===== config.mk =====
export PLATFORM = sky130hd
export DESIGN_NAME = alu_mul_seq
export DESIGN_NICKNAME = d
export VERILOG_FILES = /design/src/rtl/alu_pkg.sv /design/src/rtl/alu_mul_seq.sv
export SDC_FILE = /design/constraint.sdc
export NUM_CORES = 1
export LEC_CHECK = 0
export ABC_CLOCK_PERIOD_IN_PS = 3400
export BUFFER_PORTS_ARGS = -buffer_cell sky130_fd_sc_hd__buf_4
export CORE_MARGIN = 1
export CORE_UTILIZATION = 55
export DETAILED_ROUTE_END_ITERATION = 16
export GPL_TIMING_DRIVEN = 0
export HOLD_SLACK_MARGIN = 0.02
export PLACE_DENSITY_LB_ADDON = 0.1
export SYNTH_ARGS = -nofsm -noshare
export SYNTH_HDL_FRONTEND = slang
export SYNTH_SLANG_ARGS = --single-unit

===== constraint.sdc =====
create_clock -name clock -period 3.4 [get_ports clock]
set_input_delay 0 -clock clock [delete_from_list [all_inputs] [get_ports clock]]
set_output_delay 0 -clock clock [all_outputs]
set_load 0.02 [all_outputs]

===== src/rtl/alu_pkg.sv =====
// ---------------------------------------------------------------------------
// alu_pkg
//
// Shared definitions for the 16-bit datapath ALU and the blocks that drive
// it. The ALU control words are the {zx,nx,zy,ny,f,no} encodings, so the CPU
// instruction decoder can use the same names as the multiply sequencer.
//
// Contents:
//   ALU_W        datapath width of the combinational ALU
//   ALU_ADD      control word for x + y
//   ALU_PASS_X   control word that passes x through unchanged (x & 0xFFFF)
//   mul_state_e  state encoding of the multiply sequencer
//   MUL_LAST_BIT index of the final multiplier bit
// ---------------------------------------------------------------------------
package alu_pkg;

    localparam int ALU_W = 16;

    localparam logic [5:0] ALU_ADD    = 6'b000010;
    localparam logic [5:0] ALU_PASS_X = 6'b001100;

    typedef enum logic [1:0] {
        ST_IDLE = 2'd0,
        ST_ADD  = 2'd1,
        ST_DBL  = 2'd2,
        ST_DONE = 2'd3
    } mul_state_e;

    localparam logic [3:0] MUL_LAST_BIT = 4'd15;

endpackage


===== src/rtl/alu_mul_seq.sv =====
// ---------------------------------------------------------------------------
// alu_mul_seq
//
// Multi-cycle 16x16 shift-and-add multiplier that borrows the CPU's
// combinational ALU. Each multiplier bit takes two clocks. In ADD the
// running product either absorbs the shifted multiplicand or passes through
// unchanged. In DBL the multiplicand is doubled by adding it to itself.
// The low 16 bits of the product come out with zero/negative flags after a
// fixed 33 cycles.
//
// Ports:
//   clock    in   system clock, rising edge
//   reset    in   asynchronous active-high reset, clears all state
//   start    in   request; only looked at in IDLE or DONE
//   a, b     in   multiplicand / multiplier, captured on an accepted start
//   busy     out  high while the ADD/DBL sequence is running
//   done     out  one-cycle pulse, result and flags are valid from here on
//   result   out  product mod 2^16, held until the next operation finishes
//   res_zr   out  result == 0
//   res_ng   out  result[15]
//   alu_x    out  ALU x operand
//   alu_y    out  ALU y operand
//   alu_ctl  out  ALU control {zx,nx,zy,ny,f,no}
//   alu_out  in   ALU result, combinational in the same cycle
//   alu_zr   in   ALU zero flag
//   alu_ng   in   ALU negative flag
// ---------------------------------------------------------------------------
module alu_mul_seq
    import alu_pkg::*;
#(
    parameter int WIDTH = 16
) (
    input  logic             clock,
    input  logic             reset,
    input  logic             start,
    input  logic [WIDTH-1:0] a,
    input  logic [WIDTH-1:0] b,
    output logic             busy,
    output logic             done,
    output logic [WIDTH-1:0] result,
    output logic             res_zr,
    output logic             res_ng,
    output logic [WIDTH-1:0] alu_x,
    output logic [WIDTH-1:0] alu_y,
    output logic [5:0]       alu_ctl,
    input  logic [WIDTH-1:0] alu_out,
    input  logic             alu_zr,
    input  logic             alu_ng
);

    mul_state_e       state;
    mul_state_e       next_state;
    logic             accept;

    logic [WIDTH-1:0] acc;
    logic [WIDTH-1:0] mcand;
    logic [WIDTH-1:0] mplier;
    logic [3:0]       cnt;

    // State register.
    always_ff @(posedge clock or posedge reset) begin
        if (reset) begin
            state <= ST_IDLE;
        end else begin
            state <= next_state;
        end
    end

    // Next-state and ALU drive. DONE behaves like IDLE for a new start, so
    // back-to-back products skip the idle cycle.
    always_comb begin
        next_state = state;
        accept     = 1'b0;
        busy       = 1'b0;
        done       = 1'b0;
        alu_x      = '0;
        alu_y      = '0;
        alu_ctl    = ALU_PASS_X;
        case (state)
            ST_IDLE: begin
                if (start) begin
                    accept     = 1'b1;
                    next_state = ST_ADD;
                end
            end
            ST_ADD: begin
                busy       = 1'b1;
                alu_x      = acc;
                alu_y      = mcand;
                alu_ctl    = mplier[0] ? ALU_ADD : ALU_PASS_X;
                next_state = ST_DBL;
            end
            ST_DBL: begin
                busy       = 1'b1;
                alu_x      = mcand;
                alu_y      = mcand;
                alu_ctl    = ALU_ADD;
                next_state = (cnt == MUL_LAST_BIT) ? ST_DONE : ST_ADD;
            end
            ST_DONE: begin
                done = 1'b1;
                if (start) begin
                    accept     = 1'b1;
                    next_state = ST_ADD;
                end else begin
                    next_state = ST_IDLE;
                end
            end
            default: begin
                next_state = ST_IDLE;
            end
        endcase
    end

    // Datapath registers. The flags are taken from the ALU on the last ADD,
    // because that ALU output is exactly the final product. The product
    // itself moves into result on the last DBL, when acc already holds it.
    always_ff @(posedge clock or posedge reset) begin
        if (reset) begin
            acc    <= '0;
            mcand  <= '0;
            mplier <= '0;
            cnt    <= '0;
            result <= '0;
            res_zr <= 1'b1;
            res_ng <= 1'b0;
        end else if (accept) begin
            acc    <= '0;
            mcand  <= a;
            mplier <= b;
            cnt    <= '0;
        end else begin
            case (state)
                ST_ADD: begin
                    acc <= alu_out;
                    if (cnt == MUL_LAST_BIT) begin
                        res_zr <= alu_zr;
                        res_ng <= alu_ng;
                    end
                end
                ST_DBL: begin
                    mcand  <= alu_out;
                    mplier <= mplier >> 1;
                    if (cnt == MUL_LAST_BIT) begin
                        result <= acc;
                    end else begin
                        cnt <= cnt + 4'd1;
                    end
                end
                default: begin
                end
            endcase
        end
    end

endmodule


==> results of run 1 <==
==> metrics by stage <==
stage	power [W]	utilization
finish	0.00464	0.846
floorplan	0.00286	-
global placement	0.00361	0.711
global route	0.00494	0.846
CTS	0.00459	0.846
detailed placement	0.00367	0.711
==> cell type report <==
cell class,count,area [um2]
clock buffer,11,141
buffer,27,155
inverter,5,21.3
sequential,72,1800
multi-input combinational,220,1640
timing repair buffer,174,1470
fill,359,976
tap,77,96.3
clock inverter,4,45.0
==> power breakdown <==
part	switching, W	internal (W)	total (W)
Combinational	0.00143	0.00119	0.00261
Clock	0.000311	0.000352	0.000663
Sequential	0.000212	0.00115	0.00137
==> worst max-delay path, cell delays in order, from the launching register on <==
cell and delay, ns:
dfrtp_1 0.44, inv_1 0.15, ha_1 0.41, nor2b_4 0.17
buf_6 0.16, clkbuf_1 0.41, nand2_1 0.13, o21ai_0 0.15
dlygate4sd3_1 0.62
==> flip-flops by register name, summed over array words and instances (netlist names) <==
| name | count |
|---|---|
| result | 16 |
| cnt | 4 |
| mplier | 16 |
| state | 2 |
| res_zr | 1 |
| mcand | 16 |
| res_ng | 1 |
| acc | 16 |
==> cell usage in the layout (no fill, tap or decap), types with 2 or more instances in the layout <==
cell	n
buf_2	10
a22o_1	16
mux2i_1	48
a21oi_1	5
and2_1	18
clkbuf_1	9
clkbuf_8	10
o211ai_1	2
mux2_2	8
ha_1	7
clkinv_2	3
nand2_1	36
dfrtp_1	71
conb_1	3
nor3_1	2
nor2_1	16
dlygate4sd3_1	67
buf_6	2
o21ai_0	32
mux2_4	10
buf_4	114
inv_1	4
==> synth_stat cells, types with 5 or more instances <==
master	number
o21ai_0	32
buf_2	10
clkbuf_1	8
a22o_1	16
dfrtp_1	71
mux2_2	8
nand2_1	36
mux2i_1	48
ha_1	7
buf_4	7
mux2_4	10
a21oi_1	5
nor2_1	16
inv_1	5
and2_1	18
==> cells by family after synthesis <==
group | count (synthesis) | share of synthesized area
and+or+nand+nor | 85 | 0.124
DFF | 72 | 0.500
muxes | 66 | 0.200
AOI/OAI and AO/OA | 59 | 0.103
buffers and inverters | 32 | 0.0482
adders and majority gates | 7 | 0.0243
other | 1 | 0.00104
==> how the worst max path moves through the flow <==
stage	start	endpoint	slack, ns	cells past startpoint
3_3_place_gp	reset	mcand[9]	0.66	2
6_report	state[0]	mcand[0]	0.69	8
2_1_floorplan	state[0]	res_ng	1.47	6
4_1_cts	state[0]	mcand[4]	0.87	8
3_5_place_dp	state[0]	alu_x[2]	1.27	7
5_1_grt	state[0]	mcand[0]	0.56	8
==> timing repair <==
action | CTS | global route
hold buffers | 67 | 0
endpoints found under the hold margin | 123 | 0
gates resized for setup | 0 | 0
==> routing by layer <==
layer,track usage,vias to the layer above,wire [um]
li1,-,1492,-
met1,0.381,1579,4110
met2,0.522,119,5050
met3,0.0537,26,546
met4,0.154,0,314
met5,0,-,0
==> results.cfg, run 1 <==
[status]
status = finished clean

[logic_synthesis]
synth_area_um2 = 3610
synthCells = 322
synth_area_leaders = dfrtp_1 49%, mux2i_1 13%, o21ai_0 4.4%
synth_seq_cells = 72
synth_edf_count = 0
synth_top_cell_area_share = 0.493
post_synth.cell_area_avg_um2 = 11.2
yosys_warnings = 0
synth_top_flop_cell = dfrtp_1
ys_async_sr_fraction = 1.00
yosysSeqAreaShare = 0.500
synth_area_leader_cell = dfrtp_1
synth.distinct_cells = 37

[route]
vias_per_cell = 5.45
wl_per_cell_um = 17.0
route.detailed.drc = 0
antenna_left = 0
first_pass_iters = 4
wl_um = 10000
drtIter0Drc = 138
via_count = 3216

[clock_tree]
cts_setup_buffers = 0
htreeDepth = 3
clk_latency_ns = 0.34
clkTransAtPathRegs_ns = 0.07
cts_buffers = 9
clock-sinks = 72
cts_tree = done
clk_path_buf_depth = 2
cts-root-buf = clkbuf_8

[die]
rows = 29
dieArea_um2 = 6890
start_util = 0.568
io_pins = 111
dieWidth_um = 83.0
die_h_um = 83.0
core_um2 = 6350

[place]
numPortBuffers = 107
place_congestion = 0.825
detailed_place_hpwl_um = 5980
dp.cells = 508
place_ws_ns = 1.27
dpl-instance-area_um2 = 4520

[min_path]
hp-start = b[5]
hold_end = mplier[5]
min_path_type = in2reg
whs_path_depth = 4

[worst_setup_path]
critPathLaunchType = flip-flop
crit_required_ns = 3.67
cp_max_fo = 10
r2r_slack_ns = 0.69
worstSetupEndpointType = flip-flop
r2r.worst_path.cells = 8
crit-reg2reg-capture = mcand[0]
timing.rr.start = state[0]
worstSetupPathType = reg2reg
arrival_ns = 2.98

[finish]
n_antenna_cell = 0
final_cell_area_um2 = 5370
nets = 569
layout-drive-gt1-share = 0.320
final_cells = 590
syn2layout_area_growth_pct = 49.0

[timing]
fmax_ghz = 0.369
finalSetupTns_ns = 0
rsz0062_at_grt = no
worst_pin_slew_ns = 0.896
finalHoldViolCount = 0
finClkSkew_ns = 0.0110
slew_headroom = 0.403
fin_ws_ns = 0.692
slew_viol_final = 0
finalCritPeriodShare = 0.797
setup_viol = 0
hold_ws_ns = 0.408
fin_crit_ns = 2.71

[power]
ir_worst_vdd_mv = 0.547
p_leak_nw = 2.63
powerDensity_nw_per_um2 = 864

[global_routing]
antenna_found_initial = 0
grt_pass1_vias = 3336
grt_overflow = 0
grt_pass1_wl_um = 16500
grt_usage = 0.309
grt_max_degree = 73

[job]
max_cap_viol_count = 0
Note: power is estimated with default switching activity, not from simulation.
==> inputs of run 2 (changes only) <==
--- a/config.mk
+++ b/config.mk
@@ -5,10 +5,11 @@
 export SDC_FILE = /design/constraint.sdc
 export NUM_CORES = 1
 export LEC_CHECK = 0
-export ABC_CLOCK_PERIOD_IN_PS = 3400
+export ABC_AREA = 1
+export ABC_CLOCK_PERIOD_IN_PS = 2400
 export BUFFER_PORTS_ARGS = -buffer_cell sky130_fd_sc_hd__buf_4
 export CORE_MARGIN = 1
-export CORE_UTILIZATION = 55
+export CORE_UTILIZATION = 46
 export DETAILED_ROUTE_END_ITERATION = 16
 export GPL_TIMING_DRIVEN = 0
 export HOLD_SLACK_MARGIN = 0.02
==> constraint.sdc (replaced) <==
create_clock -name clock -period 2.4 [get_ports clock]
set_input_delay 0 -clock clock [delete_from_list [all_inputs] [get_ports clock]]
set_output_delay 0 -clock clock [all_outputs]
set_load 0.02 [all_outputs]
==> results.cfg, run 2 <==
[status]
status = finished clean

[power]
clkPwrFrac = 0.134
seqPwrFrac = 0.276
ir_worst_vdd_mv = 1.09
internal-power_w = 0.00379
swShare = 0.455
p_leak_nw = 2.77
p_comb_frac = 0.591
powerDensity_nw_per_um2 = 1290
p_switching_w = 0.00316

[clock_tree]
clk_path_buf_depth = 2
clock-sinks = 72
cts-root-buf = clkbuf_8
clkTransAtPathRegs_ns = 0.07
cts_buffers = 9
cts_tree = done
clk_latency_ns = 0.35
htreeDepth = 3

[logic_synthesis]
synth_top_cell_area_share = 0.491
synth_area_um2 = 3620
synth_area_leaders = dfrtp_1 49%, nand2_1 16%, inv_1 4.6%
synth_most_common_cell = nand2_1
yosys_warnings = 0
synth_seq_cells = 72
ys_async_sr_fraction = 1.00
post_synth.cell_area_avg_um2 = 8.52
ys_top_cells_by_count = 151 x nand2_1, 71 x dfrtp_1, 44 x inv_1
synth_top_flop_cell = dfrtp_1
yosysSeqAreaShare = 0.498
synth_area_leader_cell = dfrtp_1
synth.distinct_cells = 32
synthCells = 425
synth_edf_count = 0

[die]
die_h_um = 90.7
dieArea_um2 = 8230
start_util = 0.486
dieWidth_um = 90.7
core_um2 = 7450
rows = 31
io_pins = 111

[timing]
rsz0062_at_grt = no
finalCritPeriodShare = 0.931
slew_headroom = 0.653
finalHoldViolCount = 0
slew_viol_final = 0
fin_crit_ns = 2.23
hold_ws_ns = 0.0500
finalSetupTns_ns = 0
worst_pin_slew_ns = 0.520
finClkSkew_ns = 0.0115
setup_viol = 0
fmax_ghz = 0.447

[finish]
final_common_cell = nand2_1
layout_common_cells = 151 x nand2_1, 125 x buf_4, 69 x dfrtp_1
layout-drive-gt1-share = 0.296
final_cells = 710
nFillCells = 606
nets = 667
final-seq-area_um2 = 1810
n_antenna_cell = 0
multi_input_area_um2 = 1440
fin_util = 0.722
syn2layout_area_growth_pct = 48.5

[worst_setup_path]
cpPeakStageDelay_ns = 0.57
path_cells = inv_2 -> ha_4 -> buf_6 -> inv_4 -> nand2_8 -> nand2_2 -> inv_2 -> buf_4 -> nand2_1 -> o211ai_1 -> dlygate4sd3_1
cp_max_fo = 10
worstSetupEndpointType = flip-flop
r2r.worst_path.cells = 11
worstSetupPathType = reg2reg
crit_top_cell = inv_2
critPathLaunchType = flip-flop
cp_num_buf_inv = 6
slowest_stage = dlygate4sd3_1
crit_required_ns = 2.62
arrival_ns = 2.46
crit_family = buffers and inverters
crit_cells = 11

[global_routing]
grt_overflow = 0
grt_pass1_vias = 3448
grt_max_degree = 41
grt_usage = 0.263
antenna_found_initial = 0
grt_pass1_wl_um = 16800

[route]
antenna_left = 0
first_pass_iters = 4
via_count = 3585
vias_per_cell = 5.05
drtIter0Drc = 209
wl_um = 10300
route.detailed.drc = 0
wl_per_cell_um = 14.5

[place]
numPortBuffers = 107
place_congestion = 0.836
detailed_place_hpwl_um = 6610
dp.cells = 634

[job]
max_cap_viol_count = 0

[min_path]
whs_path_depth = 5
min_path_type = in2reg
run 2: changes by cell type in the layout (fill, tap and decap cells not counted), sizes merged, moves of 18 or more:
cell,before,now
and2,18,0
mux2,18,0
inv,5,50
nand2,36,154
mux2i,48,0
nand3,1,35
run 2: path summary, 6_finish.rpt:
kind | start | endpoint | slack [ns]
hold reg to reg | acc[15] | acc[15] | 0.47
min in group asynchronous | reset | mplier[11] | 0.23
max in group asynchronous | reset | res_zr | 1.55
setup reg to reg | state[0] | mcand[3] | 0.17
setup / recovery | state[0] | mcand[3] | 0.17
hold / removal | start | state[0] | 0.05
run 2: through the flow:
stage / instance area [um2] / power, W / setup WS, ns
detailed placement: 4580 / 0.00574 / 0.539
global route: 5380 / 0.00742 / 0.0383
finish: 5380 / 0.00695 / 0.165
CTS: 5340 / 0.00685 / 0.0188
floorplan: 3630 / 0.00447 / 0.577
global placement: 4560 / 0.00565 / -0.369
run 2: layer usage:
layer	wire length, um	GRT usage
met5	0	0
met4	291	0.122
met3	558	0.0345
met2	5050	0.434
met1	4390	0.343
run 2: cell type report:
class / count / share of cell area
inverters: 50 / 0.0367
flip-flops and latches: 72 / 0.336
multi-input cells: 279 / 0.268
repair buffers: 169 / 0.265
plain buffers: 26 / 0.0372
well taps: 99 / 0.0230
clock buffers: 9 / 0.0230
clock inverters: 6 / 0.0114
run 2: tightest hold or removal path: cells and delay by family:
kind | cells | cell delay, ns
AND/OR/NAND/NOR | 3 | 0.15
buffers and inverters | 1 | 0.13
AO/OA/AOI/OAI | 1 | 0.07
run 2: power by group through the flow:
stage	clock, W	combinational, W	sequential (W)
6_report	0.000928	0.00410	0.00192
5_1_grt	0.000990	0.00446	0.00197
4_1_cts	0.000939	0.00401	0.00191
3_5_place_dp	0	0.00381	0.00193
3_3_place_gp	0	0.00374	0.00191
2_1_floorplan	0	0.00256	0.00192
run 2: logic make-up after synthesis:
group	count (synthesis)	synth area share
buffers and inverters	76	0.109
AOI/OAI and AO/OA	73	0.135
other	1	0.00104
adders and majority gates	7	0.0242
and+or+nand+nor	196	0.233
DFF	72	0.498
run 2: timing repair:
item | 4_1_cts | 5_1_grt
buffers inserted | 0 | 4
gates resized for setup | 0 | 5
hold buffers | 57 | 0
setup endpoints to repair | 0 | 6
endpoints found under the hold margin | 82 | 0
